--- config.mk ---
export PLATFORM = sky130hd
export DESIGN_NAME = bcd_counter
export DESIGN_NICKNAME = d
export VERILOG_FILES = /design/src/rtl/bcd_pkg.sv /design/src/rtl/bcd_digit.sv /design/src/rtl/bcd_counter.sv
export SDC_FILE = /design/constraint.sdc
export NUM_CORES = 1
export LEC_CHECK = 0
export CORE_ASPECT_RATIO = 1.75
export CORE_MARGIN = 2
export CORE_UTILIZATION = 55
export CTS_BUF_LIST = sky130_fd_sc_hd__clkbuf_4
export DETAILED_ROUTE_END_ITERATION = 12
export GPL_TIMING_DRIVEN = 1
export PLACE_DENSITY = 0.91
export RECOVER_POWER = 25
export SYNTH_ARGS = -nofsm -noshare
export SYNTH_HDL_FRONTEND = slang
export SYNTH_SLANG_ARGS = --single-unit
--- constraint.sdc ---
create_clock -name clk -period 4.45 [get_ports clk]
set_input_delay 1.335 -clock clk [delete_from_list [all_inputs] [get_ports clk]]
set_output_delay 1.335 -clock clk [all_outputs]
set_load 0.005 [all_outputs]
--- src/rtl/bcd_pkg.sv ---
// ---------------------------------------------------------------------------
// bcd_pkg
// Shared types, constants and helpers for the packed-BCD counter datapath.
//   bcd_digit_t : one packed-BCD nibble
//   bcd_dir_e   : count direction encoding (matches the 'up' control bit)
//   BCD_MAX/MIN : legal nibble range
//   bcd_valid() : 1 when a nibble holds a legal BCD digit (0..9)
// ---------------------------------------------------------------------------
package bcd_pkg;

    typedef logic [3:0] bcd_digit_t;

    typedef enum logic {
        DIR_DOWN = 1'b0,
        DIR_UP   = 1'b1
    } bcd_dir_e;

    localparam bcd_digit_t BCD_MAX = 4'd9;
    localparam bcd_digit_t BCD_MIN = 4'd0;

    function automatic logic bcd_valid(input bcd_digit_t d);
        return (d <= BCD_MAX);
    endfunction

endpackage : bcd_pkg

--- src/rtl/bcd_digit.sv ---
// ---------------------------------------------------------------------------
// bcd_digit
// Purely combinational single-digit BCD step cell. When cin_i is high the
// digit moves one step in the direction selected by up_i, generating a
// carry (up, 9->0) or borrow (down, 0->9) on cout_o. With cin_i low the
// digit passes through unchanged and cout_o is low.
// Ports:
//   cin_i   : carry/borrow in from the next-lower digit
//   up_i    : 1 = increment, 0 = decrement
//   digit_i : current digit value (0..9)
//   digit_o : next digit value
//   cout_o  : carry/borrow out to the next-higher digit
// ---------------------------------------------------------------------------
module bcd_digit
    import bcd_pkg::*;
(
    input  logic       cin_i,
    input  logic       up_i,
    input  bcd_digit_t digit_i,
    output bcd_digit_t digit_o,
    output logic       cout_o
);

    always_comb begin
        digit_o = digit_i;
        cout_o  = 1'b0;
        if (cin_i) begin
            if (bcd_dir_e'(up_i) == DIR_UP) begin
                if (digit_i >= BCD_MAX) begin
                    digit_o = BCD_MIN;
                    cout_o  = 1'b1;
                end else begin
                    digit_o = digit_i + 4'd1;
                end
            end else begin
                if (digit_i == BCD_MIN) begin
                    digit_o = BCD_MAX;
                    cout_o  = 1'b1;
                end else begin
                    digit_o = digit_i - 4'd1;
                end
            end
        end
    end

endmodule : bcd_digit

--- src/rtl/bcd_counter.sv ---
// ---------------------------------------------------------------------------
// bcd_counter
// Parametrised multi-digit packed-BCD up/down counter with synchronous
// validated load, enable, direction control and wrap/borrow pulse.
// Parameters:
//   DIGITS    : number of BCD digits (>=1); bus width is 4*DIGITS
//   RESET_VAL : packed-BCD reset value; every nibble must be <=9
// Ports:
//   clk       : rising-edge clock
//   rst_n     : asynchronous active-low reset
//   en        : count enable, one step per cycle
//   up        : 1 = increment, 0 = decrement
//   load      : synchronous load request (priority over en)
//   load_val  : packed-BCD load value, digit 0 in bits [3:0]
//   bcd_out   : registered count value
//   carry_out : registered one-cycle pulse on wrap (up) / borrow (down)
//   load_err  : registered one-cycle pulse when a load is rejected
//   at_max    : all digits are 9 (combinational from bcd_out)
//   at_min    : all digits are 0 (combinational from bcd_out)
// Build option:
//   BCD_COUNTER_SATURATE_EN : when defined, the counter pins at all-9
//   (up) / all-0 (down) instead of wrapping, and carry_out pulses on every
//   blocked step.
// ---------------------------------------------------------------------------
module bcd_counter
    import bcd_pkg::*;
#(
    parameter int unsigned             DIGITS    = 3,
    parameter logic [4*DIGITS-1:0]     RESET_VAL = '0
) (
    input  logic                  clk,
    input  logic                  rst_n,
    input  logic                  en,
    input  logic                  up,
    input  logic                  load,
    input  logic [4*DIGITS-1:0]   load_val,
    output logic [4*DIGITS-1:0]   bcd_out,
    output logic                  carry_out,
    output logic                  load_err,
    output logic                  at_max,
    output logic                  at_min
);

    localparam int unsigned W = 4 * DIGITS;

    // Elaboration-time guard: an illegal reset nibble would put the
    // counter in a state the digit cells never produce.
    if (DIGITS < 1) begin : g_bad_digits
        $fatal(1, "bcd_counter: DIGITS must be >= 1");
    end

    for (genvar g = 0; g < DIGITS; g++) begin : g_rst_chk
        if (RESET_VAL[4*g +: 4] > 4'd9) begin : g_bad_nibble
            $fatal(1, "bcd_counter: RESET_VAL nibble %0d is not BCD", g);
        end
    end

    logic [W-1:0] count_q, count_d;
    logic         carry_q, carry_d;
    logic         err_q,   err_d;

    // Ripple chain: digit 0 always receives a step request; the output
    // of the top digit flags a full wrap/borrow across all digits.
    logic [DIGITS:0] chain;
    logic [W-1:0]    step_val;

    assign chain[0] = 1'b1;

    for (genvar g = 0; g < DIGITS; g++) begin : g_digit
        bcd_digit u_digit (
            .cin_i   (chain[g]),
            .up_i    (up),
            .digit_i (count_q[4*g +: 4]),
            .digit_o (step_val[4*g +: 4]),
            .cout_o  (chain[g+1])
        );
    end

    logic load_ok;

    always_comb begin
        load_ok = 1'b1;
        for (int unsigned i = 0; i < DIGITS; i++) begin
            if (!bcd_valid(load_val[4*i +: 4])) begin
                load_ok = 1'b0;
            end
        end
    end

    always_comb begin
        count_d = count_q;
        carry_d = 1'b0;
        err_d   = 1'b0;
        if (load) begin
            if (load_ok) begin
                count_d = load_val;
            end else begin
                err_d = 1'b1;
            end
        end else if (en) begin
`ifdef BCD_COUNTER_SATURATE_EN
            // A full-width carry means the step would leave the range:
            // hold the pinned value and report the blocked step.
            if (chain[DIGITS]) begin
                carry_d = 1'b1;
            end else begin
                count_d = step_val;
            end
`else
            count_d = step_val;
            carry_d = chain[DIGITS];
`endif
        end
    end

    always_ff @(posedge clk or negedge rst_n) begin
        if (!rst_n) begin
            count_q <= RESET_VAL;
            carry_q <= 1'b0;
            err_q   <= 1'b0;
        end else begin
            count_q <= count_d;
            carry_q <= carry_d;
            err_q   <= err_d;
        end
    end

    always_comb begin
        at_max = 1'b1;
        at_min = 1'b1;
        for (int unsigned i = 0; i < DIGITS; i++) begin
            if (count_q[4*i +: 4] != BCD_MAX) at_max = 1'b0;
            if (count_q[4*i +: 4] != BCD_MIN) at_min = 1'b0;
        end
    end

    assign bcd_out   = count_q;
    assign carry_out = carry_q;
    assign load_err  = err_q;

endmodule : bcd_counter
==> impl_metrics.toml <==
[run_status]
status = "complete, no violations"

[power]
pwr_density_cell_nw_per_um2 = 424
p_leak_nw = 0.710
ir_worst_vdd_mv = 0.238

[cells_and_area]
drive_gt1_frac = 0.0891
antenna_cells = 0
finalNetCount = 230
area_growth_pct = 24.4
fillers = 213
design_area_um2 = 1740

[global_route]
grt_pass1_wl_um = 6970
antenna_found_initial = 0
grt_max_degree = 20
grt-ovfl-total = 0
grt_util_all_layers = 0.296
grt_pass1_vias = 1439

[route]
drtIter0Drc = 88
ant_nets = 0
viasPerCell = 6.35
drtPass1Iterations = 4
wl_per_cell_um = 18.0
wl_um = 4100
vias = 1447
drc = 0

[worst_setup_path]
endpoint_kind = "output pin"
crit_type = "flop to output pin"
critPathBufInv = 2
max_stage_delay_ns = 0.55
crit_path_start_kind = "flop"
cp_max_fo = 7
worst_ep_arrival_time_ns = 2.48
critPathSlowestCell = "clkdlybuf4s50_1"
startpoint = "bcd_out[4]"
worstPathCellList = "inv_1, ha_1, or3b_2, nor3_1, clkdlybuf4s50_1"
worstReg2RegStart = "bcd_out[0]"
critPathTopFamily = "simple AND/OR/NAND/NOR gates"
cp.required_ns = 3.12

[die]
initial_core_util = 0.568
fp.dieW_um = 42.1
die_area_um2 = 2980
core_um2 = 2460
die_h_um = 70.7
io_pins = 33
rows = 24

[logic_synthesis]
synthCells = 176
synth_warnings = 0
synth-edff-count = 0
yosysTopAreaCell = "dfrtp_1"
synth_nets = 203
seq_area_frac_synth = 0.251
syn_area_um2 = 1400
synth-seq-cells = 14
synth_ff_type = "dfrtp_1"
async_flop_share = 1.00
ys_types = 48
avgSynthCellArea_um2 = 7.94
synth.top_cell.area_share = 0.251
yosys-top-cells-area = "dfrtp_1 (25%), ha_1 (9.0%), nor2_1 (4.6%), mux2i_1 (4.3%), o21ai_0 (3.9%)"

[placement]
placed_cell_area_um2 = 1710
routabilityCongestion = 1.06
io_buffers = 32
place_hpwl_um = 3160

[sta]
fin_worst_skew_ns = 0.00229
tightest_slew_ns = 0.702
fin_crit_sh = 0.857
slew_headroom = 0.531
setup_tns_ns = 0
period_needed_ns = 3.81
rsz0062_at_grt = "false"
fmax_mhz = 262
final-setup-viol-count = 0
hold_violations = 0
slew_viol_final = 0

[cts]
cts_tree = "yes"
clock_latency_ns = 0.28
cts_inserted_buffers = 3
cts_root_buf = "clkbuf_4"
ctsLongestPathBuffers = 2
hold_buffers = 0
postCtsResizedCells = 0
cts.htree.levels = 1
postCtsSetupBuffers = 0
numClockSinks = 14
clk_pin_slew_worst_paths_ns = 0.09

[flow_run]
cap_violations = 0

[min_path]
hp-class = "flop to flop"
hp-start = "bcd_out[5]"
## sequential cells by signal (all words and copies together), names as in the netlist
signal	count
bcd_out	12
carry_out	1
load_err	1
## cells in the mapped netlist, types with 2 or more instances
cell	instances
nand4b_1	3
nand2_1	11
dfrtp_1	14
mux2i_1	6
nand3_1	4
a31oi_1	4
or3b_1	2
o221a_2	3
o21bai_1	2
o211ai_2	2
a311oi_1	2
nor3_1	7
o22ai_1	2
o21ai_0	11
ha_1	10
o211ai_1	3
o21ai_2	2
nor2_1	17
clkbuf_1	10
nor2b_1	5
nor3b_1	4
a21oi_1	10
nand2b_1	6
inv_1	12
## kinds of logic after synthesis
group	share of synthesized area
fa+ha+maj	0.0895
mux	0.0510
buf+inv	0.0698
compound gates	0.269
flops	0.251
simple gates	0.264
xor+xnor	0.00627
## per-stage QoR
step	total power, mW	setup slack, ns	hold slack [ns]	instances	utilization
after floorplan	0.491	1.64	0.578	176	-
after global placement	0.630	0.979	0.629	224	0.696
after detailed placement	0.654	0.955	0.646	224	0.696
after CTS	0.730	0.710	0.659	228	0.706
after global routing	0.799	0.471	0.701	228	0.706
final	0.738	0.636	0.660	228	0.706
## cells in the final DEF (no fill, tap or decap), types with 4 or more instances in the layout
cell	count
a21oi_1	10
clkdlybuf4s50_1	31
a31oi_1	4
nand2b_1	6
ha_1	10
nor3b_1	4
nand2_1	11
inv_1	12
nor2b_1	5
nor2_1	17
nand3_1	4
o21ai_0	11
mux2i_1	6
dfrtp_1	14
nor3_1	7
## routing by layer
| layer | global-route usage | vias up | wire (µm) |
|---|---|---|---|
| met5 | 0 | - | 0 |
| met4 | 0.0868 | 0 | 68 |
| met3 | 0.0255 | 8 | 168 |
| met2 | 0.540 | 53 | 2210 |
| met1 | 0.364 | 694 | 1650 |
| li1 | - | 692 | - |
## final cells by class
| type | instances | area, µm² | area share |
|---|---|---|---|
| sequential | 14 | 350 | 0.201 |
| inverter | 12 | 45.0 | 0.0259 |
| timing repair buffer | 34 | 335 | 0.193 |
| tap | 26 | 32.5 | 0.0187 |
| multi-input combinational | 138 | 950 | 0.546 |
| clock inverter | 1 | 3.75 | 0.00216 |
| clock buffer | 3 | 22.5 | 0.0129 |
## worst min-delay path, stage by stage (launching register included)
cell and delay (ns):
dfrtp_1 0.46, nor2_1 0.13, a21oi_1 0.04
## where the power goes
group          internal (mW)  switching, mW  leakage [nW]
registers              0.163         0.0841         0.164
clock network         0.0325         0.0444        0.0154
logic                  0.215          0.199         0.531
total                  0.411          0.327         0.710
## worst paths after layout
check | end | slack, ns | cells after the start
min | bcd_out[5] | 0.66 | 2
max | at_min | 0.64 | 5
max reg2reg | bcd_out[4] | 2.08 | 7
max in group asynchronous | bcd_out[6] | 2.47 | 1
min in group asynchronous | carry_out | 1.53 | 1
min reg2reg | bcd_out[5] | 0.66 | 2
(Power assumes the default switching activity.)
